## src/rtl/mask_unit_read_rr_xbar.sv

```systemverilog
// Read-request crossbar: NUM_IN requesters routed to NUM_LANE lanes, each lane
// with an independent round-robin arbiter feeding a 2-entry output FIFO.
module mask_unit_read_rr_xbar #(
  parameter int NUM_IN   = 4,
  parameter int NUM_LANE = 4,
  parameter int VS_W     = 5,
  parameter int OFFSET_W = 8,
  parameter int DOFF_W   = 2,
  localparam int LANE_W  = (NUM_LANE > 1) ? $clog2(NUM_LANE) : 1,
  localparam int IDX_W   = (NUM_IN > 1) ? $clog2(NUM_IN) : 1
) (
  input  logic                         clock,
  input  logic                         reset,
  input  logic [NUM_IN-1:0]            in_valid,
  output logic [NUM_IN-1:0]            in_ready,
  input  logic [NUM_IN*VS_W-1:0]       in_vs,
  input  logic [NUM_IN*OFFSET_W-1:0]   in_offset,
  input  logic [NUM_IN*LANE_W-1:0]     in_read_lane,
  input  logic [NUM_IN*DOFF_W-1:0]     in_data_offset,
  output logic [NUM_LANE-1:0]          out_valid,
  input  logic [NUM_LANE-1:0]          out_ready,
  output logic [NUM_LANE*VS_W-1:0]     out_vs,
  output logic [NUM_LANE*OFFSET_W-1:0] out_offset,
  output logic [NUM_LANE*IDX_W-1:0]    out_write_index,
  output logic [NUM_LANE*DOFF_W-1:0]   out_data_offset,
  output logic                         bad_lane
);

  localparam int ENTRY_W = VS_W + OFFSET_W + IDX_W + DOFF_W;

  logic [LANE_W-1:0]   w_lane    [NUM_IN];
  logic [NUM_IN-1:0]   w_req     [NUM_LANE];
  logic                w_gnt_vld [NUM_LANE];
  logic [IDX_W-1:0]    w_gnt_idx [NUM_LANE];
  logic [ENTRY_W-1:0]  w_new     [NUM_LANE];
  logic [NUM_LANE-1:0] w_push;
  logic [NUM_LANE-1:0] w_pop;
  logic                w_bad;

  logic [1:0]          r_cnt  [NUM_LANE];
  logic [IDX_W-1:0]    r_ptr  [NUM_LANE];
  logic [ENTRY_W-1:0]  r_head [NUM_LANE];
  logic [ENTRY_W-1:0]  r_tail [NUM_LANE];
  logic                r_bad;

  // First requester at or above ptr, wrapping modulo NUM_IN; returns {found, index}.
  function automatic logic [IDX_W:0] rr_pick(input logic [NUM_IN-1:0] req,
                                             input logic [IDX_W-1:0]  ptr);
    logic [IDX_W:0] res;
    res = '0;
    for (int k = NUM_IN - 1; k >= 0; k--) begin
      for (int i = 0; i < NUM_IN; i++) begin
        if (req[i] && (((int'(ptr) + k) % NUM_IN) == i)) res = {1'b1, IDX_W'(i)};
      end
    end
    return res;
  endfunction

  for (genvar gi = 0; gi < NUM_IN; gi++) begin : g_lane_sel
    assign w_lane[gi] = in_read_lane[gi*LANE_W +: LANE_W];
  end

  always_comb begin
    w_bad    = 1'b0;
    in_ready = '0;
    w_push   = '0;
    w_pop    = '0;
    for (int i = 0; i < NUM_IN; i++) begin
      if (in_valid[i] && (32'(w_lane[i]) >= 32'(NUM_LANE))) w_bad = 1'b1;
    end
    for (int l = 0; l < NUM_LANE; l++) begin
      w_req[l] = '0;
      w_new[l] = '0;
      for (int i = 0; i < NUM_IN; i++) begin
        w_req[l][i] = in_valid[i] && (32'(w_lane[i]) == 32'(l));
      end
      {w_gnt_vld[l], w_gnt_idx[l]} = rr_pick(w_req[l], r_ptr[l]);
      // Full check uses the registered count only, so a pop frees a slot one cycle later.
      w_push[l] = reset && w_gnt_vld[l] && (r_cnt[l] != 2'd2);
      w_pop[l]  = (r_cnt[l] != 2'd0) && out_ready[l];
      for (int i = 0; i < NUM_IN; i++) begin
        if (w_gnt_idx[l] == IDX_W'(i)) begin
          w_new[l] = {in_vs[i*VS_W +: VS_W], in_offset[i*OFFSET_W +: OFFSET_W],
                      IDX_W'(i), in_data_offset[i*DOFF_W +: DOFF_W]};
          if (w_push[l]) in_ready[i] = 1'b1;
        end
      end
    end
  end

  always_ff @(posedge clock) begin
    if (!reset) begin
      for (int l = 0; l < NUM_LANE; l++) begin
        r_cnt[l] <= '0;
        r_ptr[l] <= '0;
      end
      r_bad <= 1'b0;
    end else begin
      for (int l = 0; l < NUM_LANE; l++) begin
        case ({w_push[l], w_pop[l]})
          2'b10:   r_cnt[l] <= r_cnt[l] + 2'd1;
          2'b01:   r_cnt[l] <= r_cnt[l] - 2'd1;
          default: r_cnt[l] <= r_cnt[l];
        endcase
        if (w_push[l]) begin
          r_ptr[l] <= (32'(w_gnt_idx[l]) == 32'(NUM_IN - 1)) ? '0 : w_gnt_idx[l] + 1'b1;
        end
      end
      if (w_bad) r_bad <= 1'b1;
    end
  end

  // FIFO storage is not reset: contents are only observed while count is nonzero.
  always_ff @(posedge clock) begin
    for (int l = 0; l < NUM_LANE; l++) begin
      if (w_push[l] && ((r_cnt[l] == 2'd0) || ((r_cnt[l] == 2'd1) && w_pop[l]))) begin
        r_head[l] <= w_new[l];
      end else if (w_pop[l] && (r_cnt[l] == 2'd2)) begin
        r_head[l] <= r_tail[l];
      end
      if (w_push[l] && (r_cnt[l] == 2'd1) && !w_pop[l]) r_tail[l] <= w_new[l];
    end
  end

  for (genvar gl = 0; gl < NUM_LANE; gl++) begin : g_out
    assign out_valid[gl]                         = (r_cnt[gl] != 2'd0);
    assign out_vs[gl*VS_W +: VS_W]               = r_head[gl][ENTRY_W-1 -: VS_W];
    assign out_offset[gl*OFFSET_W +: OFFSET_W]   = r_head[gl][IDX_W+DOFF_W +: OFFSET_W];
    assign out_write_index[gl*IDX_W +: IDX_W]    = r_head[gl][DOFF_W +: IDX_W];
    assign out_data_offset[gl*DOFF_W +: DOFF_W]  = r_head[gl][DOFF_W-1:0];
  end

  assign bad_lane = r_bad;

endmodule
```

## config.mk

```make
export PLATFORM = sky130hd
export DESIGN_NAME = mask_unit_read_rr_xbar
export DESIGN_NICKNAME = d
export VERILOG_FILES = /design/src/rtl/mask_unit_read_rr_xbar.sv
export SDC_FILE = /design/constraint.sdc
export NUM_CORES = 1
export LEC_CHECK = 0
export BUFFER_PORTS_ARGS = -buffer_cell sky130_fd_sc_hd__buf_2
export CORE_MARGIN = 1.5
export CORE_UTILIZATION = 52
export DETAILED_ROUTE_END_ITERATION = 8
export PLACE_DENSITY = 0.77
export SKIP_LAST_GASP = 1
export SYNTH_ARGS = -nofsm -noshare
export SYNTH_HDL_FRONTEND = slang
export SYNTH_SLANG_ARGS = --single-unit
```

## constraint.sdc

```tcl
create_clock -name clock -period 3 [get_ports clock]
set_clock_uncertainty 0.1 [all_clocks]
set_input_delay 0.6 -clock clock [delete_from_list [all_inputs] [get_ports clock]]
set_output_delay 0.6 -clock clock [all_outputs]
set_load 0.01 [all_outputs]
```

==> impl_results.md <==
* Final min period at 3.13 ns
* Max-slew violation count at 0
* Global routing usage on met3 at 0.0676
* Area grow syn2layout at 26.4%
* Tightest Pin Transition at 1.07 ns
* Synth top area share at 0.506
* Adder-Cell Fraction of Synth Area at 0.0500
* Cell count after synthesis at 776
* Met2 Use GR at 0.467
* Io pins at 155
* Top Usage Layer GRT: met2
* Synth Area in Simple Gates at 0.172
* Final WS setup at -0.133 ns
* Worst hold stages at 1
* CTS sink count at 152
* Flop2flop setup slack at 0.32 ns
* Clk pwr share at 0.352
* Sw power at 1.80 mW
* WL/cell at 20.2 microns
* Proportion of synthesized area in mux cells at 0.0833
* Compound-cell area share of the yosys netlist at 0.155
* Final Setup Violations at 4
* Post-synthesis sequential area ratio at 0.506
* Net Count, Synth at 890
* Setup TNS at -0.459 ns
* Hold Fails Final Rpt at 0
* Buffers added on ports at 153
* Dpl ws at -0.221 ns
* Cell Rows at 47
* Layout cells sized above 1 at 0.382
* Clk slew on worst S/H paths at 0.06 ns
* Unrepaired setup endpoints after global routing: true
* EDFF count, synth at 152
* Die Y at 135 microns
* Synth cell count leaders: edfxtp_1 (152), nand2_1 (80), mux2_2 (64)
* Yosys top cell by area: edfxtp_1
* Layout Cells excl Fill at 1224
* Die area at 18100 sq um
* TritonCTS Buffers at 17
* Core area at 16800 sq um
* GRT Total Usage at 0.275
* PD cells at 573 nW/um^2
* WL final at 24800 microns
* XOR/XNOR Fraction of Synth Area at 0
* FFs w/ async S/R, synth at 0
* Fin area at 11400 sq um
* Count leader, synth: edfxtp_1
* R2R depth at 9
* TritonCTS clock tree: built
* Crit-path cells: buf_6, nand3b_1, o22ai_1, nand2_1, and2_1, ha_2, buf_12, a221o_1, buf_2
* Classification of the worst setup path: input pin to primary output
* Skew-Pair Late Insertion Delay at 0.44 ns
* Hold Path Sink: r_head[3][5]$_DFFE_PP_
* Vias in the first global route at 6925
* Hold_sp: r_tail[3][5]$_DFFE_PP_
* # hold bufs at CTS at 0
* Worst hold margin at 0.447 ns
* Worst EP arrival at 2.43 ns
* F_max at 0.319 GHz
* Post-route ant nets at 0
* Routed via count at 7275
* Seq pwr share at 0.411
* Max cap viols at 0
* Leak pwr at 4.50 nW
* Worst Path Required at 2.30 ns
* Status: complete, but fails checks
* Initial DRC Count at 619
* Rel. slew slack at 0.286
* Worst VDD drop at 437 uV
* Largest net degree at the start of global routing at 34
* Initial antenna violation count at 8
* Root Buffer: clkbuf_16
* Failing checks: negative setup slack
* Die width at 135 microns
* CP startpoint kind: input pin
* CTS max path bufs at 2
* Initial Utilization at 0.538
* Top area cells in the synthesized netlist: edfxtp_1 (51%), mux2_2 (8.0%), ha_1 (5.0%)
* Int Power at 4.73 mW
* Pwr Total at 6.53 mW
* Remaining global-route overflow at 0
* CP max FO at 31
* Combinational share of power at 0.237
* Dpl hpwl at 17800 microns
* R2R Path End: r_head[2][15]$_DFFE_PP_
* Max incr delay on CP at 0.33 ns
* Synthesized area at 9020 sq um
* Dpl cells at 1171
* Detailed-route DRC error count at 0
* Synth Register Bits at 152
* CP endpoint kind: primary output
* Post-DP Area at 10500 sq um
* Routability Congestion at 0.966
* Switching share of power at 0.276
* Layout Utilization at 0.680
* FF-to-FF Start: r_ptr[2][1]$_SDFFCE_PP0P_
* First-pass GRT wire length at 37400 microns
* Largest family of logic cells by synthesized area: simple AND/OR/NAND/NOR gates
* Synth cell types at 50
* Top FF cell, synth: edfxtp_1
* Slowest cell on the critical path: a221o_1
* # H-tree levels at 4
* Fin crit share at 1.04
* Syn avg cell area at 11.6 sq um
* Met1 Use GR at 0.346
* Post-layout net count at 1098
* Initial DRT Pass Iterations at 5
* Synth warn at 0
* Vias per inst at 5.94
* Hold Path Class: flip-flop to flip-flop
## repair_timing
item,4_1_cts,5_1_grt
buffers inserted,9,6
pin swaps,10,9
setup endpoints to repair,4,4
resized for setup,22,10
## registers in the layout, summed over array words and instances, names as in the netlist
signal	cells
r_tail	68
r_cnt	8
r_head	68
r_ptr	8
## layout by cell type, fill, tap and decap left out, types with 6 or more instances in the layout
cell | netlist | layout
ha_1 | 36 | 28
nor3_1 | 11 | 9
nand2_1 | 80 | 79
a211oi_1 | 46 | 43
diode_2 | 0 | 7
mux2_2 | 64 | 64
a21oi_1 | 8 | 6
and3_1 | 10 | 10
a221oi_1 | 20 | 20
and2_1 | 8 | 6
inv_1 | 21 | 21
nor2_1 | 19 | 17
edfxtp_1 | 152 | 152
buf_4 | 1 | 77
nand3b_1 | 9 | 9
o31ai_1 | 60 | 60
clkbuf_16 | 0 | 17
and3b_1 | 42 | 42
buf_12 | 0 | 7
nor2b_1 | 63 | 63
buf_2 | 11 | 148
## critical path, delay by kind of cell
kind / cells / cell delay (ns)
AOI/OAI and AO/OA: 2 / 0.63
adders and majority gates: 1 / 0.20
and+or+nand+nor: 3 / 0.59
buffers and inverters: 3 / 0.42
## power by group through the flow
stage	Combinational (mW)	Sequential [mW]	Clock (mW)
floorplan	0.876	2.77	0
global placement	1.46	2.72	0
detailed placement	1.50	2.73	0
CTS	1.52	2.68	2.32
global route	1.68	2.70	2.40
finish	1.55	2.68	2.30
## routing by layer
layer	wire [microns]	vias up
met5	13	-
met4	558	2
met3	1920	49
met2	12300	305
met1	9990	3505
li1	-	3414
## worst max-delay path by stage
stage / from / endpoint / slack [ns] / cells past startpoint
floorplan: in_read_lane[0] / in_ready[3] / -0.001 / 8
global placement: in_read_lane[3] / r_head[1][12]$_DFFE_PP_ / -0.22 / 11
detailed placement: in_read_lane[3] / r_head[1][16]$_DFFE_PP_ / -0.22 / 11
CTS: in_read_lane[0] / in_ready[3] / -0.07 / 9
global route: in_read_lane[0] / in_ready[1] / -0.20 / 9
finish: in_read_lane[0] / in_ready[1] / -0.13 / 9
## logic make-up after synthesis
logic type,count (synthesis)
buffers and inverters,74
other,1
DFF,152
muxes,67
and+or+nand+nor,266
adders and majority gates,36
AOI/OAI and AO/OA,180
## final cells by class
class | count | area [sq um]
diodes | 7 | 17.5
clock buffers | 18 | 429
clock inverters | 14 | 194
fillers | 1253 | 5360
inverters | 25 | 96.3
multi-input cells | 550 | 4290
flip-flops and latches | 152 | 4560
well taps | 220 | 275
repair buffers | 238 | 1530
No activity file was read; power rests on OpenSTA's default activity.
